## config.mk

```make
export PLATFORM = sky130hd
export DESIGN_NAME = wb_port_arbiter_flat
export DESIGN_NICKNAME = d
export VERILOG_FILES = /design/src/rtl/wb_port_arbiter_if.sv /design/src/rtl/wb_port_arbiter.sv /design/src/flat_wrapper.sv
export SDC_FILE = /design/constraint.sdc
export NUM_CORES = 1
export LEC_CHECK = 0
export CAP_MARGIN = 10
export CORE_MARGIN = 4
export CORE_UTILIZATION = 48
export DETAILED_ROUTE_END_ITERATION = 6
export GPL_TIMING_DRIVEN = 0
export MAX_ROUTING_LAYER = met4
export PLACE_DENSITY = 0.82
export SETUP_SLACK_MARGIN = 0.3
export SKIP_CTS_REPAIR_TIMING = 1
export SLEW_MARGIN = 20
export SYNTH_ARGS = -nofsm -noshare
export SYNTH_HDL_FRONTEND = slang
export SYNTH_SLANG_ARGS = --single-unit
export TNS_END_PERCENT = 5
```

## constraint.sdc

```tcl
create_clock -name clk -period 3.3 [get_ports clk]
set_input_delay 0.33 -clock clk [delete_from_list [all_inputs] [get_ports clk]]
set_output_delay 0.33 -clock clk [all_outputs]
set_load 0.02 [all_outputs]
```

## src/rtl/wb_port_arbiter_if.sv

```systemverilog
// Register-file write-port bundle: pipeline writeback, MDU result stream,
// arbitrated register-file write and hazard/occupancy status.
interface wb_port_arbiter_if #(
    parameter int DEPTH = 2
);
    localparam int CW = $clog2(DEPTH) + 1;

    logic          wb_we;
    logic [4:0]    wb_rd;
    logic [31:0]   wb_data;
    logic          mdu_valid;
    logic          mdu_ready;
    logic [4:0]    mdu_rd;
    logic [31:0]   mdu_data;
    logic          rf_we;
    logic [4:0]    rf_waddr;
    logic [31:0]   rf_wdata;
    logic          pipe_stall_req;
    logic [31:0]   pend_mask;
    logic [CW-1:0] fifo_count;

    modport master (
        output wb_we, wb_rd, wb_data, mdu_valid, mdu_rd, mdu_data,
        input  mdu_ready, rf_we, rf_waddr, rf_wdata, pipe_stall_req, pend_mask, fifo_count
    );

    modport slave (
        input  wb_we, wb_rd, wb_data, mdu_valid, mdu_rd, mdu_data,
        output mdu_ready, rf_we, rf_waddr, rf_wdata, pipe_stall_req, pend_mask, fifo_count
    );
endinterface

```

## src/rtl/wb_port_arbiter.sv

```systemverilog
// Arbitrates the single register-file write port: the pipeline always wins,
// MDU results are buffered and drained into idle slots, with starvation relief.
module wb_port_arbiter #(
    parameter int DEPTH        = 2,
    parameter int STARVE_LIMIT = 8
) (
    input  logic               clk,
    input  logic               rst,
    wb_port_arbiter_if.slave   bus
);
    localparam int AW = $clog2(DEPTH);
    localparam int CW = AW + 1;
    localparam int SW = $clog2(STARVE_LIMIT + 1);

    localparam logic [1:0] IDLE    = 2'd0;
    localparam logic [1:0] PENDING = 2'd1;
    localparam logic [1:0] FORCE   = 2'd2;

    logic [4:0]       rd_mem   [DEPTH];
    logic [31:0]      data_mem [DEPTH];
    logic [DEPTH-1:0] valid_reg;
    logic [AW-1:0]    head_reg, tail_reg;
    logic [CW-1:0]    count_reg, count_next;
    logic [SW-1:0]    starve_reg;
    logic [1:0]       state_reg;
    logic             rf_we_reg;
    logic [4:0]       rf_waddr_reg;
    logic [31:0]      rf_wdata_reg;

    logic             ready;
    logic             push;
    logic             pipe_wr;
    logic             pop;
    logic [4:0]       head_rd;
    logic [31:0]      head_data;
    logic [31:0]      entry_mask [DEPTH];
    logic [31:0]      mask_or;

    // Readiness looks only at the registered count, so a full FIFO refuses
    // a push even when it is draining in the same cycle.
    assign ready     = (count_reg < CW'(DEPTH));
    assign push      = bus.mdu_valid && ready;
    assign pipe_wr   = bus.wb_we && (bus.wb_rd != 5'd0);
    assign pop       = !pipe_wr && (count_reg != '0);
    assign head_rd   = rd_mem[head_reg];
    assign head_data = data_mem[head_reg];

    always_comb begin
        count_next = count_reg;
        if (push && !pop)
            count_next = count_reg + CW'(1);
        else if (pop && !push)
            count_next = count_reg - CW'(1);
    end

    // Storage carries no reset; the valid bits alone define occupancy.
    always_ff @(posedge clk) begin
        if (push) begin
            rd_mem[tail_reg]   <= bus.mdu_rd;
            data_mem[tail_reg] <= bus.mdu_data;
        end
    end

    always_ff @(posedge clk) begin
        if (rst) begin
            head_reg  <= '0;
            tail_reg  <= '0;
            count_reg <= '0;
            valid_reg <= '0;
        end else begin
            if (push) begin
                valid_reg[tail_reg] <= 1'b1;
                tail_reg            <= tail_reg + AW'(1);
            end
            if (pop) begin
                valid_reg[head_reg] <= 1'b0;
                head_reg            <= head_reg + AW'(1);
            end
            count_reg <= count_next;
        end
    end

    generate
        for (genvar gi = 0; gi < DEPTH; gi++) begin : g_mask
            assign entry_mask[gi] = valid_reg[gi] ? (32'd1 << rd_mem[gi]) : 32'd0;
        end
    endgenerate

    always_comb begin
        mask_or = 32'd0;
        for (int i = 0; i < DEPTH; i++)
            mask_or = mask_or | entry_mask[i];
    end

    always_ff @(posedge clk) begin
        if (rst) begin
            state_reg  <= IDLE;
            starve_reg <= '0;
        end else begin
            case (state_reg)
                IDLE: begin
                    starve_reg <= '0;
                    if (push)
                        state_reg <= PENDING;
                end
                PENDING: begin
                    if (pop) begin
                        starve_reg <= '0;
                        if (count_next == '0)
                            state_reg <= IDLE;
                    end else begin
                        starve_reg <= starve_reg + SW'(1);
                        if (starve_reg + SW'(1) == SW'(STARVE_LIMIT))
                            state_reg <= FORCE;
                    end
                end
                FORCE: begin
                    if (pop) begin
                        starve_reg <= '0;
                        state_reg  <= (count_next == '0) ? IDLE : PENDING;
                    end
                end
                default: begin
                    state_reg  <= IDLE;
                    starve_reg <= '0;
                end
            endcase
        end
    end

    // A popped rd==0 entry consumes its slot but leaves the address/data held.
    always_ff @(posedge clk) begin
        if (rst) begin
            rf_we_reg    <= 1'b0;
            rf_waddr_reg <= 5'd0;
            rf_wdata_reg <= 32'd0;
        end else if (pipe_wr) begin
            rf_we_reg    <= 1'b1;
            rf_waddr_reg <= bus.wb_rd;
            rf_wdata_reg <= bus.wb_data;
        end else if (pop && head_rd != 5'd0) begin
            rf_we_reg    <= 1'b1;
            rf_waddr_reg <= head_rd;
            rf_wdata_reg <= head_data;
        end else begin
            rf_we_reg    <= 1'b0;
        end
    end

    assign bus.mdu_ready      = ready;
    assign bus.rf_we          = rf_we_reg;
    assign bus.rf_waddr       = rf_waddr_reg;
    assign bus.rf_wdata       = rf_wdata_reg;
    assign bus.pipe_stall_req = (state_reg == FORCE);
    assign bus.pend_mask      = {mask_or[31:1], 1'b0};
    assign bus.fifo_count     = count_reg;
endmodule

```

## src/flat_wrapper.sv

```systemverilog
// flat-port wrapper written by rule: the top's interface ports become plain ports
module wb_port_arbiter_flat 
#(
    parameter int DEPTH        = 2,
    parameter int STARVE_LIMIT = 8
)
  (clk, rst, bus_wb_we, bus_wb_rd, bus_wb_data, bus_mdu_valid, bus_mdu_rd, bus_mdu_data, bus_mdu_ready, bus_rf_we, bus_rf_waddr, bus_rf_wdata, bus_pipe_stall_req, bus_pend_mask, bus_fifo_count);
  wb_port_arbiter_if #(.DEPTH(DEPTH)) bus_i ();
  input  logic clk;
  input  logic rst;
  input wire logic [$bits(bus_i.wb_we)-1:0] bus_wb_we;
  input wire logic [$bits(bus_i.wb_rd)-1:0] bus_wb_rd;
  input wire logic [$bits(bus_i.wb_data)-1:0] bus_wb_data;
  input wire logic [$bits(bus_i.mdu_valid)-1:0] bus_mdu_valid;
  input wire logic [$bits(bus_i.mdu_rd)-1:0] bus_mdu_rd;
  input wire logic [$bits(bus_i.mdu_data)-1:0] bus_mdu_data;
  output wire logic [$bits(bus_i.mdu_ready)-1:0] bus_mdu_ready;
  output wire logic [$bits(bus_i.rf_we)-1:0] bus_rf_we;
  output wire logic [$bits(bus_i.rf_waddr)-1:0] bus_rf_waddr;
  output wire logic [$bits(bus_i.rf_wdata)-1:0] bus_rf_wdata;
  output wire logic [$bits(bus_i.pipe_stall_req)-1:0] bus_pipe_stall_req;
  output wire logic [$bits(bus_i.pend_mask)-1:0] bus_pend_mask;
  output wire logic [$bits(bus_i.fifo_count)-1:0] bus_fifo_count;
  assign bus_i.wb_we = bus_wb_we;
  assign bus_i.wb_rd = bus_wb_rd;
  assign bus_i.wb_data = bus_wb_data;
  assign bus_i.mdu_valid = bus_mdu_valid;
  assign bus_i.mdu_rd = bus_mdu_rd;
  assign bus_i.mdu_data = bus_mdu_data;
  assign bus_mdu_ready = bus_i.mdu_ready;
  assign bus_rf_we = bus_i.rf_we;
  assign bus_rf_waddr = bus_i.rf_waddr;
  assign bus_rf_wdata = bus_i.rf_wdata;
  assign bus_pipe_stall_req = bus_i.pipe_stall_req;
  assign bus_pend_mask = bus_i.pend_mask;
  assign bus_fifo_count = bus_i.fifo_count;
  wb_port_arbiter #(.DEPTH(DEPTH), .STARVE_LIMIT(STARVE_LIMIT)) u_core (.clk(clk), .rst(rst), .bus(bus_i));
endmodule
```

---- After elaboration in Yosys (flattened, before gate mapping) ----
Memory sizes are Yosys's and may differ from the RTL's. A register that Yosys moved wholly into a read port is not among the register bits.
Cells that the tools add are included.
cells by class
  add/sub/neg operators ................... 5
  $lt $le $gt $ge ......................... 5
  eq/ne operators ......................... 7
  shifts and indexed selects .............. 2
  multiplexer cells ....................... 33
  bitwise gates (word level) .............. 4
  reductions and logical operators ........ 18
operators by type and width
  cell                                                                           count
  32-bit two-way mux                                                             4
  1-bit by 5-bit left shift with 32-bit output (first input constant)            2
  32-bit bitwise OR                                                              1
  2-bit two-way mux                                                              10
  1-bit two-way mux                                                              11
  5-bit two-way mux                                                              2
  5-bit nonzero test                                                             2
  1-bit logical AND                                                              8
  4-bit two-way mux                                                              2
  4-bit case mux with 2 select lines                                             1
  2-bit case mux with 3 select lines                                             1
  4-bit by 1-bit adder with 4-bit output (second input constant)                 1
  4-bit equality test (second input constant)                                    1
  2-bit zero test                                                                2
  1-bit by 2-bit less-than comparator with 1-bit output (second input constant)  2
  2-bit by 1-bit inequality test with 1-bit output (second input constant)       2
  4-bit AND reduction                                                            1
  2-bit nonzero test                                                             2
  1-bit zero test                                                                3
  3-bit by 1-bit inequality test with 1-bit output (second input constant)       1
  3-bit inequality test (second input constant)                                  1
  1-bit adder (second input constant)                                            2
  2-bit by 1-bit adder with 2-bit output (second input constant)                 1
  2-bit bitwise AND                                                              1
  8 further kinds                                                                10
word-level totals
  register bits ........................... 50
  bits in writable memories ............... 74
  bits of input ports ..................... 78
  output and inout bits ................... 74
  word-level logic and storage cells ...... 85
  memories kept ........................... 2
memory list
  memory           depth  bits a word  read ports  clocked after Yosys merged registers in  wr ports  line                   RTL
  u_core.data_mem  2      32           1           1                                        1         wb_port_arbiter.sv:20  logic [31:0] data_mem [DEPTH];
  u_core.rd_mem    2      5            3           1                                        1         wb_port_arbiter.sv:19  logic [4:0] rd_mem [DEPTH];

---- Depth between registers and ports, before layout ----
  word-level depth ........................ 11
  gate-level depth with buffers ........... 7

---- Least setup slack after synthesis ----
Ideal clock, no wire load.
  path type ............................... reg-to-reg
  start ................................... register u_core.count_reg[1] (netlist: u_core.bus.fifo_count[1])
  end ..................................... memory u_core.data_mem[0][0], enable pin
  library setup time ...................... 433 ps
  data arrival time ....................... 2176 ps
  slack ................................... 691 ps
  stages on the path, launching flop included .. 3
  path buffers ............................ 0
  cell sequence ........................... dfxtp_1 -> nand2b_1 -> nor2_1
on the way
  cells in the longest elaborated chain, start to end .. 4
RTL lines
  element                                  line                   RTL
  start: declaration                       wb_port_arbiter.sv:23  logic [CW-1:0] count_reg, count_next;
  start signal: assignment                 wb_port_arbiter.sv:79  count_reg <= count_next;
  2-bit less-than comparator               wb_port_arbiter.sv:41  assign ready = (count_reg < CW'(DEPTH));
  1-bit logical AND                        wb_port_arbiter.sv:42  assign push = bus.mdu_valid && ready;
  1-bit two-way mux                        wb_port_arbiter.sv:58  if (push) begin
  1-bit two-way mux (not written as such)  wb_port_arbiter.sv:60  data_mem[tail_reg] <= bus.mdu_data;
  end: declaration                         wb_port_arbiter.sv:20
Every way passes these cells.

==> impl_metrics.json <==
{
  "routed_wl_um": 15700,
  "end_kind": "primary output",
  "crit_type": "reg -> out",
  "yosysUniqueCellTypes": 49,
  "slew_headroom_pct": 38.1,
  "power.density_nw_per_um2": 743,
  "cts_sinks": 125,
  "max_cap_viol_count": 0,
  "synth.area.top_cells": "edfxtp_1 40%, dfxtp_1 18%, mux2i_1 13%, o211ai_1 4.7%, nand3_1 3.9%",
  "rows": 39,
  "placed_cell_area_um2": 7280,
  "avgSynthCellArea_um2": 11.8,
  "grt_max_degree": 24,
  "ir_drop_uv": 395,
  "cts_tree": "done",
  "start_util_pct": 48.9,
  "combPwrFrac_pct": 30.7,
  "cts_buffers": 17,
  "antennaDiodeCount": 0,
  "antenna_left": 0,
  "synthFlopType": "edfxtp_1",
  "p_sw_mw": 1.85,
  "min_period_over_period_pct": 83.1,
  "crit_required_ns": 2.97,
  "vias": 4680,
  "tightest_slew_ns": 0.918,
  "grt_pass1_vias": 4724,
  "area_growth_pct": 41.6,
  "final_area_um2": 7880,
  "dp_hpwl_um": 11100,
  "slowest_stage": "clkdlybuf4s50_1",
  "clock_path_buffers": 2,
  "yosys.area_share.simple_pct": 12.0,
  "syn-num-nets": 553,
  "rsz0062_at_grt": "false",
  "synth-async-reset-ratio_pct": 0,
  "overflow": 0,
  "first_pass_iters": 5,
  "max_freq_mhz": 365,
  "critPathLaunchType": "flip-flop",
  "drtIter0Drc": 397,
  "pre_cts_slack_ns": 0.657,
  "cpPeakStageDelay_ns": 0.64,
  "synth_xor_area_share_pct": 0.630,
  "grt_pass1_wl_um": 23800,
  "synthMuxAreaShare_pct": 13.0,
  "clk_latency_ns": 0.41,
  "status": "complete, no violations",
  "port_buffers": 149,
  "seqPwrFrac_pct": 37.9,
  "cts-root-buf": "clkbuf_16",
  "syn_inst": 473,
  "coreArea_um2": 11400,
  "crit_chain": "or3b_2, clkbuf_1, o22ai_1, clkdlybuf4s50_1",
  "wl_per_cell_um": 19.7,
  "critPathMaxFanout": 7,
  "grt_use_total_pct": 23.9,
  "die_y_um": 116,
  "synth_fa_ha_area_share_pct": 0.450,
  "seq_area_frac_synth_pct": 58.3,
  "vias_per_cell": 5.86,
  "postLayoutCoreUtil_pct": 69.3,
  "worstPathArrival_ns": 2.41,
  "swShare_pct": 31.7,
  "finalSetupViolCount": 0,
  "hold_viol_final": 0,
  "gp_congestion": 0.862,
  "finalClockSkew_ns": 0.0184,
  "fin_crit_ns": 2.74,
  "fin_ws_ns": 0.558,
  "syn_area_um2": 5560,
  "path_clk_slew_ns": 0.05,
  "drive_gt1_share_pct": 8.54,
  "ys_top_cells_by_count": "74 x edfxtp_1, 70 x mux2i_1, 51 x dfxtp_1",
  "yosys.area.top_type_share_pct": 39.9,
  "fill_cells": 846,
  "synth.most_common_cell": "edfxtp_1",
  "p_leak_nw": 2.69,
  "p_clk_share_pct": 31.4,
  "drv_slew": 0,
  "tns_ns": 0,
  "drcViolationCount": 0,
  "synth-seq-cells": 125,
  "htreeDepth": 4,
  "synth-edff-count": 74,
  "die_area_um2": 13400,
  "antenna_found_initial": 0,
  "pin_count": 152,
  "hp-class": "reg -> reg",
  "yosys_warnings": 0,
  "synth.largest_area_cell": "edfxtp_1",
  "synth_top_family_by_area": "multiplexers",
  "final_nets": 723,
  "die_w_um": 116,
  "intPower_mw": 4.00,
  "synth-compound-area-share_pct": 12.1,
  "largest_reg_flops": 64
}
placed cells by master (no fill, tap or decap), types with 3 or more instances in the layout:
cell	Yosys	routed
nor2_1	13	12
nor3b_1	3	3
clkinvlp_4	0	3
a21oi_1	7	7
nand3b_1	7	7
dfxtp_1	51	51
edfxtp_1	74	74
nor2b_1	10	10
nand2b_1	4	4
clkbuf_16	0	19
clkdlybuf4s50_1	0	149
nand2_1	44	44
buf_2	7	7
clkinv_4	0	3
o21ai_0	4	4
o22ai_1	32	32
o211ai_1	35	35
clkbuf_1	22	23
mux2i_1	70	70
inv_1	4	4
xnor2_1	4	4
nand3_1	43	43
cells by family (layout without fill, tap and decap cells):
logic type	count (synthesis)	in the layout
compound gates	95	95
xor+xnor	4	4
fa+ha+maj	2	2
buf+inv	39	222
flops	125	125
mux	72	72
other cells	1	1
simple gates	135	135
area by class of cell:
type,instances,area (µm²),area share [%]
clock inverter,11,105,1.33
buffer,34,174,2.21
multi-input combinational,309,2140,27.1
sequential,125,3240,41.1
clock buffer,21,493,6.25
tap,143,179,2.27
inverter,5,18.8,0.238
timing repair buffer,151,1530,19.4
per-layer routing:
metal | wire, µm | track usage, %
met5 | 0 | -
met1 | 6060 | 27.4
met4 | 418 | 8.43
met2 | 8190 | 41.1
met3 | 1050 | 5.48
power by group through the flow:
| stage | clock, mW | combinational (mW) | sequential [mW] |
|---|---|---|---|
| 2_1_floorplan | 0 | 0.921 | 2.37 |
| 3_3_place_gp | 0 | 1.69 | 2.23 |
| 3_5_place_dp | 0 | 1.78 | 2.24 |
| 4_1_cts | 1.86 | 1.80 | 2.21 |
| 5_1_grt | 1.93 | 1.91 | 2.25 |
| 6_report | 1.84 | 1.80 | 2.22 |
final timing paths:
check / startpoint / endpoint / slack, ns / cells past startpoint
worst min-delay path: u_core.bus.rf_wdata[16] / u_core.bus.rf_wdata[16] / 0.46 / 2
worst min register to register: u_core.bus.rf_wdata[16] / u_core.bus.rf_wdata[16] / 0.46 / 2
worst max register to register: flip-flop / u_core.bus.rf_waddr[2] / 1.32 / 7
worst max-delay path: u_core.rd_mem[1][4] / bus_pend_mask[3] / 0.56 / 4
per-stage QoR:
| stage | std cells | hold slack (ns) | power (mW) |
|---|---|---|---|
| 2_1_floorplan | 473 | 0.423 | 3.30 |
| 3_3_place_gp | 765 | 0.433 | 3.92 |
| 3_5_place_dp | 767 | 0.455 | 4.02 |
| 4_1_cts | 799 | 0.462 | 5.87 |
| 5_1_grt | 799 | 0.475 | 6.09 |
| 6_report | 799 | 0.457 | 5.85 |
worst max-delay path: cells and delay by family (launching register included):
family	cells	cell delay [ns]
DFF	1	0.47
AOI/OAI and AO/OA	1	0.20
and+or+nand+nor	1	0.49
buffers and inverters	2	0.85
Note: power is estimated with default switching activity, not from simulation.
